File: config.mk
export PLATFORM = sky130hd
export DESIGN_NAME = reg_scoreboard_flat
export DESIGN_NICKNAME = d
export VERILOG_FILES = /design/src/rtl/reg_scoreboard_if.sv /design/src/rtl/reg_scoreboard.sv /design/src/flat_wrapper.sv
export SDC_FILE = /design/constraint.sdc
export NUM_CORES = 1
export LEC_CHECK = 0
export CORE_MARGIN = 2
export CORE_UTILIZATION = 65
export DETAILED_ROUTE_END_ITERATION = 8
export DONT_BUFFER_PORTS = 1
export PLACE_DENSITY = 0.84
export SYNTH_ARGS = -nofsm -noshare
export SYNTH_HDL_FRONTEND = slang
export SYNTH_SLANG_ARGS = --single-unit
File: constraint.sdc
create_clock -name clk -period 3.39 [get_ports clk]
set_input_delay 0.339 -clock clk [delete_from_list [all_inputs] [get_ports clk]]
set_output_delay 0.339 -clock clk [all_outputs]
set_load 0.05 [all_outputs]
File: src/rtl/reg_scoreboard_if.sv
// Decode-stage scoreboard interface: ID hazard query, long-op completion and
// scoreboard status. master drives the request side, slave is the scoreboard.
interface reg_scoreboard_if #(
  parameter int CNT_W = 3
);
  logic             id_valid;
  logic [4:0]       id_rs1;
  logic [4:0]       id_rs2;
  logic             id_uses_rs1;
  logic             id_uses_rs2;
  logic [4:0]       id_rd;
  logic             id_reg_write;
  logic             id_is_long;
  logic             flush;
  logic             wb_valid;
  logic [4:0]       wb_rd;
  logic             stall;
  logic             issue_fire;
  logic [31:0]      busy_mask;
  logic [CNT_W-1:0] outstanding;
  logic             err_spurious_wb;

  modport master (
    output id_valid, id_rs1, id_rs2, id_uses_rs1, id_uses_rs2, id_rd,
           id_reg_write, id_is_long, flush, wb_valid, wb_rd,
    input  stall, issue_fire, busy_mask, outstanding, err_spurious_wb
  );

  modport slave (
    input  id_valid, id_rs1, id_rs2, id_uses_rs1, id_uses_rs2, id_rd,
           id_reg_write, id_is_long, flush, wb_valid, wb_rd,
    output stall, issue_fire, busy_mask, outstanding, err_spurious_wb
  );
endinterface

File: src/rtl/reg_scoreboard.sv
// Register scoreboard: tracks pending long-latency destination writes and stalls ID.
// Optional SCOREBOARD_BYPASS_EN lets a same-cycle completion release its register.
module reg_scoreboard #(
  parameter int MAX_OUTSTANDING = 4,
  parameter int CNT_W           = $clog2(MAX_OUTSTANDING + 1)
) (
  input logic          clk,
  input logic          rst,
  reg_scoreboard_if.slave sb
);
  logic [31:0]      busy_q, busy_d;
  logic [CNT_W-1:0] cnt_q, cnt_d;
  logic             err_q, err_d;

  logic [31:0] wb_dec;
  logic [31:0] eff_busy;
  logic        wb_hit;
  logic        release_ok;
  logic        raw, waw, cap;
  logic        stall, issue, do_set;

  assign wb_dec = 32'(1) << sb.wb_rd;
  assign wb_hit = sb.wb_valid & busy_q[sb.wb_rd];

`ifdef SCOREBOARD_BYPASS_EN
  assign eff_busy   = busy_q & ~(sb.wb_valid ? wb_dec : '0);
  assign release_ok = wb_hit;
`else
  assign eff_busy   = busy_q;
  assign release_ok = 1'b0;
`endif

  assign raw = (sb.id_uses_rs1 & eff_busy[sb.id_rs1]) |
               (sb.id_uses_rs2 & eff_busy[sb.id_rs2]);
  assign waw = sb.id_reg_write & (sb.id_rd != 5'd0) & eff_busy[sb.id_rd];
  assign cap = sb.id_is_long & sb.id_reg_write &
               (cnt_q == CNT_W'(MAX_OUTSTANDING)) & ~release_ok;

  assign stall  = sb.id_valid & ~sb.flush & (raw | waw | cap);
  assign issue  = sb.id_valid & ~sb.flush & ~stall;
  assign do_set = issue & sb.id_is_long & sb.id_reg_write & (sb.id_rd != 5'd0);

  always_comb begin
    busy_d = busy_q;
    cnt_d  = cnt_q;
    err_d  = err_q;
    // Clear before set: with bypass a new producer may reuse the register
    // being released this cycle, and its busy bit must survive.
    if (wb_hit) busy_d[sb.wb_rd] = 1'b0;
    if (do_set) busy_d[sb.id_rd] = 1'b1;
    busy_d[0] = 1'b0;
    case ({do_set, wb_hit})
      2'b10:   cnt_d = cnt_q + CNT_W'(1);
      2'b01:   cnt_d = cnt_q - CNT_W'(1);
      default: cnt_d = cnt_q;
    endcase
    // busy_q[0] is always 0, so a completion to x0 is also flagged here.
    if (sb.wb_valid & ~wb_hit) err_d = 1'b1;
  end

  always_ff @(posedge clk or posedge rst) begin
    if (rst) begin
      busy_q <= '0;
      cnt_q  <= '0;
      err_q  <= 1'b0;
    end else begin
      busy_q <= busy_d;
      cnt_q  <= cnt_d;
      err_q  <= err_d;
    end
  end

  assign sb.stall           = stall;
  assign sb.issue_fire      = issue;
  assign sb.busy_mask       = busy_q;
  assign sb.outstanding     = cnt_q;
  assign sb.err_spurious_wb = err_q;
endmodule

File: src/flat_wrapper.sv
// flat-port wrapper written by rule: the top's interface ports become plain ports
module reg_scoreboard_flat 
#(
  parameter int MAX_OUTSTANDING = 4,
  parameter int CNT_W           = $clog2(MAX_OUTSTANDING + 1)
)
  (clk, rst, sb_id_valid, sb_id_rs1, sb_id_rs2, sb_id_uses_rs1, sb_id_uses_rs2, sb_id_rd, sb_id_reg_write, sb_id_is_long, sb_flush, sb_wb_valid, sb_wb_rd, sb_stall, sb_issue_fire, sb_busy_mask, sb_outstanding, sb_err_spurious_wb);
  reg_scoreboard_if #(.CNT_W(CNT_W)) sb_i ();
  input logic clk;
  input logic rst;
  input wire logic [$bits(sb_i.id_valid)-1:0] sb_id_valid;
  input wire logic [$bits(sb_i.id_rs1)-1:0] sb_id_rs1;
  input wire logic [$bits(sb_i.id_rs2)-1:0] sb_id_rs2;
  input wire logic [$bits(sb_i.id_uses_rs1)-1:0] sb_id_uses_rs1;
  input wire logic [$bits(sb_i.id_uses_rs2)-1:0] sb_id_uses_rs2;
  input wire logic [$bits(sb_i.id_rd)-1:0] sb_id_rd;
  input wire logic [$bits(sb_i.id_reg_write)-1:0] sb_id_reg_write;
  input wire logic [$bits(sb_i.id_is_long)-1:0] sb_id_is_long;
  input wire logic [$bits(sb_i.flush)-1:0] sb_flush;
  input wire logic [$bits(sb_i.wb_valid)-1:0] sb_wb_valid;
  input wire logic [$bits(sb_i.wb_rd)-1:0] sb_wb_rd;
  output wire logic [$bits(sb_i.stall)-1:0] sb_stall;
  output wire logic [$bits(sb_i.issue_fire)-1:0] sb_issue_fire;
  output wire logic [$bits(sb_i.busy_mask)-1:0] sb_busy_mask;
  output wire logic [$bits(sb_i.outstanding)-1:0] sb_outstanding;
  output wire logic [$bits(sb_i.err_spurious_wb)-1:0] sb_err_spurious_wb;
  assign sb_i.id_valid = sb_id_valid;
  assign sb_i.id_rs1 = sb_id_rs1;
  assign sb_i.id_rs2 = sb_id_rs2;
  assign sb_i.id_uses_rs1 = sb_id_uses_rs1;
  assign sb_i.id_uses_rs2 = sb_id_uses_rs2;
  assign sb_i.id_rd = sb_id_rd;
  assign sb_i.id_reg_write = sb_id_reg_write;
  assign sb_i.id_is_long = sb_id_is_long;
  assign sb_i.flush = sb_flush;
  assign sb_i.wb_valid = sb_wb_valid;
  assign sb_i.wb_rd = sb_wb_rd;
  assign sb_stall = sb_i.stall;
  assign sb_issue_fire = sb_i.issue_fire;
  assign sb_busy_mask = sb_i.busy_mask;
  assign sb_outstanding = sb_i.outstanding;
  assign sb_err_spurious_wb = sb_i.err_spurious_wb;
  reg_scoreboard #(.MAX_OUTSTANDING(MAX_OUTSTANDING), .CNT_W(CNT_W)) u_core (.clk(clk), .rst(rst), .sb(sb_i));
endmodule
Word level (Yosys, flattened, before mapping)

Cells that the tools add are included.

Register bits: 35
Bits of input ports: 29
Output and inout bits: 38
Logic and storage cells: 56

Add/sub/neg operators: 2
$lt $le $gt $ge: 6
Equal/unequal tests: 3
Mux-type cells: 15
Bitwise operators: 23
Reduce and logical (&&, ||, !) cells: 4

Operators with widths:

| operator              | number |
|---|---|
| $mux W32              | 2 |
| $and A32 B32 Y32      | 1 |
| $not A32 Y32          | 1 |
| $or A32 B32 Y32       | 1 |
| $lt A5 B6 Y1 const B  | 4 |
| $bmux W1 S5           | 4 |
| $and A1 B1 Y1         | 14 |
| $demux W1 S5          | 2 |
| $ge A5 B1 Y1 const B  | 2 |
| $mux W1               | 6 |
| $pmux W3 S2           | 1 |
| $reduce_bool A5 Y1    | 1 |
| $add A3 B1 Y3 const B | 1 |
| $eq A3 B3 Y1 const B  | 1 |
| $not A1 Y1            | 3 |
| $or A1 B1 Y1          | 3 |
| $sub A3 B1 Y3 const B | 1 |
| $eq A2 B1 Y1 const B  | 1 |
| $eq A2 B2 Y1 const B  | 1 |
| $logic_and A1 B1 Y1   | 2 |
| $reduce_bool A2 Y1    | 1 |

Logic depth before layout (Yosys ltp)

Depth after elaboration: 14
Gate-level depth with buffers: 15
Depth with buffers taken out: 12

Worst setup path before layout

OpenSTA, ideal clock, no wires.

Path kind: flip-flop to output port
From: register u_core.busy_q[31] (netlist: u_core.sb.busy_mask[31])
To: output port sb_issue_fire
Arrival: 3,543 ps
Data required time: 3,051 ps
Slack: -492 ps
Cell stages (with the launch flop): 8
Buffers on the path: 1
Cells stage by stage: dfrtp_1 mux4_2 mux4_2 mux2_2 a32oi_1 nand2_2 buf_1 nor3b_1

Cells in the longest elaborated chain, start to end: 9
Elaborated cells between the ends (all ways): 15

RTL lines:

| item                             | line                                       | RTL |
|---|---|---|
| from (decl)                      | reg_scoreboard.sv:11                       | `logic [31:0] busy_q, busy_d;` |
| from (signal assigned)           | reg_scoreboard.sv:67                       | `busy_q <= busy_d;` |
| $bmux W1 S5 (on tied branches)   | reg_scoreboard.sv:33, reg_scoreboard.sv:34 |  |
| $mux W1 (on tied branches)       | reg_scoreboard.sv:33, reg_scoreboard.sv:34 |  |
| $and A1 B1 Y1 (on tied branches) | reg_scoreboard.sv:33, reg_scoreboard.sv:34 |  |
| $or A1 B1 Y1                     | reg_scoreboard.sv:33                       | `assign raw = (sb.id_uses_rs1 & eff_busy[sb.id_rs1]) \|` |
| $or A1 B1 Y1 * (2 in a row)      | reg_scoreboard.sv:39                       | `assign stall = sb.id_valid & ~sb.flush & (raw \| waw \| cap);` |
| $and A1 B1 Y1 *                  | reg_scoreboard.sv:39                       |  |
| $not A1 Y1 *                     | reg_scoreboard.sv:40                       | `assign issue = sb.id_valid & ~sb.flush & ~stall;` |
| $and A1 B1 Y1 *                  | reg_scoreboard.sv:40                       |  |
| to (decl)                        | flat_wrapper.sv:23                         | `output wire logic [$bits(sb_i.issue_fire)-1:0] sb_issue_fire;` |

Mark *: on every way between the ends. The rest lies on a longest branch, timed or not. The select of a mux whose other input is x is not followed.

Worst setup path in the final report

From: register u_core.busy_q[22] (netlist: u_core.sb.busy_mask[22])
To: output port sb_issue_fire

The elaborated chain is that of the path after synthesis.

==> metrics.log <==
[metrics] outcome: completed
[metrics] post-detailed-placement half-perimeter wirelength: 6.935 mm
[metrics] count of cell types in the netlist: 48
[metrics] # resized after CTS: 0
[metrics] setup repair after global routing missed its margin: false
[metrics] Setup TNS Final: 0 ns
[metrics] drt initial violations: 465
[metrics] count of vias placed by the detailed router: 2869
[metrics] final worst path period share: 0.9476
[metrics] Sequential Area: 875.8 sq um
[metrics] commonest non-fill, non-tap cell in the layout: sky130_fd_sc_hd__buf_4
[metrics] met3 global-route usage: 0.09861
[metrics] fillers: 318
[metrics] kind of critical path: reg2out
[metrics] worst-skew pair later-pin latency: 0.30 ns
[metrics] clock tree skew after final layout: 0.004792 ns
[metrics] total power divided by cell area: 408.4 nW/um^2
[metrics] TritonCTS Sinks: 35
[metrics] number of buffers inserted by port buffering: 0
[metrics] number of endpoints with negative hold slack in the final report: 0
[metrics] final weighted congestion of routability-driven global placement: 1.073
[metrics] largest area contributor in the netlist: sky130_fd_sc_hd__dfrtp_1
[metrics] Post-Route WL: 9.845 mm
[metrics] number of storage elements in the synthesis netlist: 35
[metrics] area added between synthesis and finish: 11.51%
[metrics] library cell used as clock root buffer: sky130_fd_sc_hd__clkbuf_8
[metrics] met2 GRT Util: 0.6004
[metrics] vias in the first global route: 2744
[metrics] total of warnings raised by yosys: 0
[metrics] antenna violations before repair: 0
[metrics] peak-usage layer in the global routing report: met2
[metrics] core region area: 4414 sq um
[metrics] standard-cell rows: 24
[metrics] wire length of the first global-routing pass: 15.32 mm
[metrics] Synth async-reset ratio: 1.000
[metrics] Worst Setup Start Kind: register
[metrics] Gate Count Post-Synth: 279
[metrics] total overflow reported by the global router: 0
[metrics] hold buffer count at cts: 0
[metrics] Worst VDD drop: 0.2863 mV
[metrics] count of flip-flops with a built-in enable after synthesis: 0
[metrics] clock-pin transition on the worst setup and hold timing paths: 0.07 ns
[metrics] Min Clock Period, post-route: 3.213 ns
[metrics] Max-Cap Viols: 0
[metrics] number of nets in the synthesized netlist: 310
[metrics] post-CTS setup buffers: 0
[metrics] max-slew violation total from the final report: 0
[metrics] leading cell types by total area after synthesis: sky130_fd_sc_hd__dfrtp_1 (29%), sky130_fd_sc_hd__mux4_2 (18%), sky130_fd_sc_hd__o41ai_2 (8.6%), sky130_fd_sc_hd__o31ai_1 (7.7%), sky130_fd_sc_hd__mux2i_1 (4.6%)
[metrics] Final setup violation count: 0
[metrics] TritonCTS clock tree: done
[metrics] max frequency: 0.3113 GHz
[metrics] Avg Cell Area, Syn: 10.83 sq um
[metrics] Total Power: 1.376 mW
[metrics] post-route ant nets: 0
[metrics] global-route track usage on met1: 0.5638
[metrics] Clock H-tree levels: 2
[metrics] combined global-route utilization of all metal layers: 0.3976
[metrics] Antenna Cells: 0
[metrics] area of the die: 5210 sq um
[metrics] detailed-router iteration count before antenna repair: 6
[metrics] pin count of the biggest net entering global routing: 36
[metrics] worst path required time: 3.05 ns
[metrics] Most used DFF post-synth: sky130_fd_sc_hd__dfrtp_1
[metrics] leakage component of the power: 1.389 nW
[metrics] number of vias per cell after detailed routing: 8.197
[metrics] Avg WL per Cell: 28.13 um
[metrics] number of DRC violations after detailed routing: 0
[metrics] number of top-level design ports: 67
[metrics] number of buffers between clock root and the deepest sink: 2
[metrics] worst relative slew slack: 0.2902
[metrics] area used by multi-input combinational logic: 2004 sq um
[metrics] Data arrival, critical path: 2.87 ns
[metrics] CP endpoint kind: primary output
[metrics] area fraction of the dominant cell type after synthesis: 0.2899
[metrics] slew at the pin closest to its max-slew limit: 1.065 ns
[metrics] die height: 72.18 um
[metrics] top fanout value on the critical path: 6
[metrics] nets: 328
[metrics] horizontal die dimension: 72.18 um
[metrics] path class of the lowest-slack min-delay path: in2async
[metrics] sequential-to-total area share from yosys stat: 0.2899
[metrics] commonest cells after routing, fill and taps aside: sky130_fd_sc_hd__buf_4 (36), sky130_fd_sc_hd__dfrtp_1 (35), sky130_fd_sc_hd__o31ai_1 (31), sky130_fd_sc_hd__mux4_2 (24), sky130_fd_sc_hd__o41ai_2 (16)
[metrics] effective utilization at floorplan: 0.6845
[metrics] post-synthesis instance area: 3022 sq um
[metrics] clock buffers created by TritonCTS: 5
[metrics] end-of-flow core utilization: 0.7633
[metrics] fraction of layout cells with a size suffix above 1: 0.3188
stage by stage:
stage	std cells	instance area (sq um)	hold slack (ns)	setup slack, ns
2_1_floorplan	279	3033	0.4559	0.1571
3_3_place_gp	342	3266	0.3596	0.4055
3_5_place_dp	342	3266	0.3660	0.2875
4_1_cts	350	3369	0.04667	0.2122
5_1_grt	350	3369	0.07352	0.07510
6_report	350	3369	0.03680	0.1775
cell families (layout without fill, tap and decap cells):
group,after synthesis,after routing,synth area share
and+or+nand+nor,76,76,0.1458
adders and majority gates,2,2,0.01077
xor gates and xnor gates,3,3,0.008697
other,1,1,0.001241
DFF,35,35,0.2899
muxes,46,46,0.2551
AOI/OAI and AO/OA,82,82,0.2381
buffers and inverters,34,53,0.05052
Yosys cell counts (3+ instances only):
| cell type | n |
|---|---|
| sky130_fd_sc_hd__dfrtp_1 | 35 |
| sky130_fd_sc_hd__o31ai_1 | 31 |
| sky130_fd_sc_hd__mux4_2 | 24 |
| sky130_fd_sc_hd__clkbuf_1 | 16 |
| sky130_fd_sc_hd__o41ai_2 | 16 |
| sky130_fd_sc_hd__mux2i_1 | 14 |
| sky130_fd_sc_hd__nand3_1 | 14 |
| sky130_fd_sc_hd__nand2b_1 | 13 |
| sky130_fd_sc_hd__o21ai_1 | 13 |
| sky130_fd_sc_hd__nand2_1 | 10 |
| sky130_fd_sc_hd__inv_1 | 7 |
| sky130_fd_sc_hd__nand3b_1 | 7 |
| sky130_fd_sc_hd__nor2_1 | 7 |
| sky130_fd_sc_hd__o22ai_1 | 7 |
| sky130_fd_sc_hd__mux2_2 | 6 |
| sky130_fd_sc_hd__buf_1 | 4 |
| sky130_fd_sc_hd__nor2b_1 | 4 |
| sky130_fd_sc_hd__or3b_1 | 4 |
| sky130_fd_sc_hd__nor3_1 | 3 |
| sky130_fd_sc_hd__o41ai_1 | 3 |
path summary, 6_finish.rpt:
kind / startpoint / end / slack [ns] / depth (start not counted)
min in group clk: sb_wb_valid / u_core.sb.err_spurious_wb / 0.20 / 1
max in group asynchronous: rst / u_core.sb.busy_mask[21] / 3.03 / 2
hold / removal: rst / u_core.sb.busy_mask[22] / 0.04 / 2
setup / recovery: u_core.sb.busy_mask[22] / sb_issue_fire / 0.18 / 7
hold reg to reg: u_core.sb.busy_mask[31] / u_core.sb.busy_mask[31] / 0.59 / 2
setup reg to reg: u_core.sb.busy_mask[22] / u_core.sb.outstanding[2] / 0.20 / 11
routing by layer:
layer | share of wire | wire length (um)
met5 | 0 | 0
met4 | 0.034 | 335
met3 | 0.13 | 1289
met2 | 0.46 | 4513
met1 | 0.38 | 3707
cell type report:
| type | instances | share of cell area |
|---|---|---|
| sequential | 35 | 0.2599 |
| inverter | 8 | 0.008912 |
| multi-input combinational | 210 | 0.5949 |
| clock inverter | 1 | 0.002228 |
| tap | 52 | 0.01931 |
| timing repair buffer | 37 | 0.08615 |
| clock buffer | 7 | 0.02859 |
registers in the layout, indices dropped and copies added (netlist names):
signal,cells
u_core.sb.busy_mask,31
u_core.sb.err_spurious_wb,1
u_core.sb.outstanding,3
worst max-delay path: stages (launching register included):
cell and delay [ns]:
sky130_fd_sc_hd__dfrtp_1 0.49, sky130_fd_sc_hd__mux4_2 0.51, sky130_fd_sc_hd__mux4_2 0.45, sky130_fd_sc_hd__mux2_2 0.30
sky130_fd_sc_hd__a32oi_1 0.27, sky130_fd_sc_hd__nand2_2 0.13, sky130_fd_sc_hd__nor3b_4 0.25, sky130_fd_sc_hd__buf_12 0.17
power breakdown:
part / total [mW] / switching (mW) / internal, mW
Sequential: 0.595 / 0.135 / 0.460
Clock: 0.346 / 0.161 / 0.185
Combinational: 0.436 / 0.267 / 0.169
Total: 1.38 / 0.563 / 0.813
(Power assumes the default switching activity.)
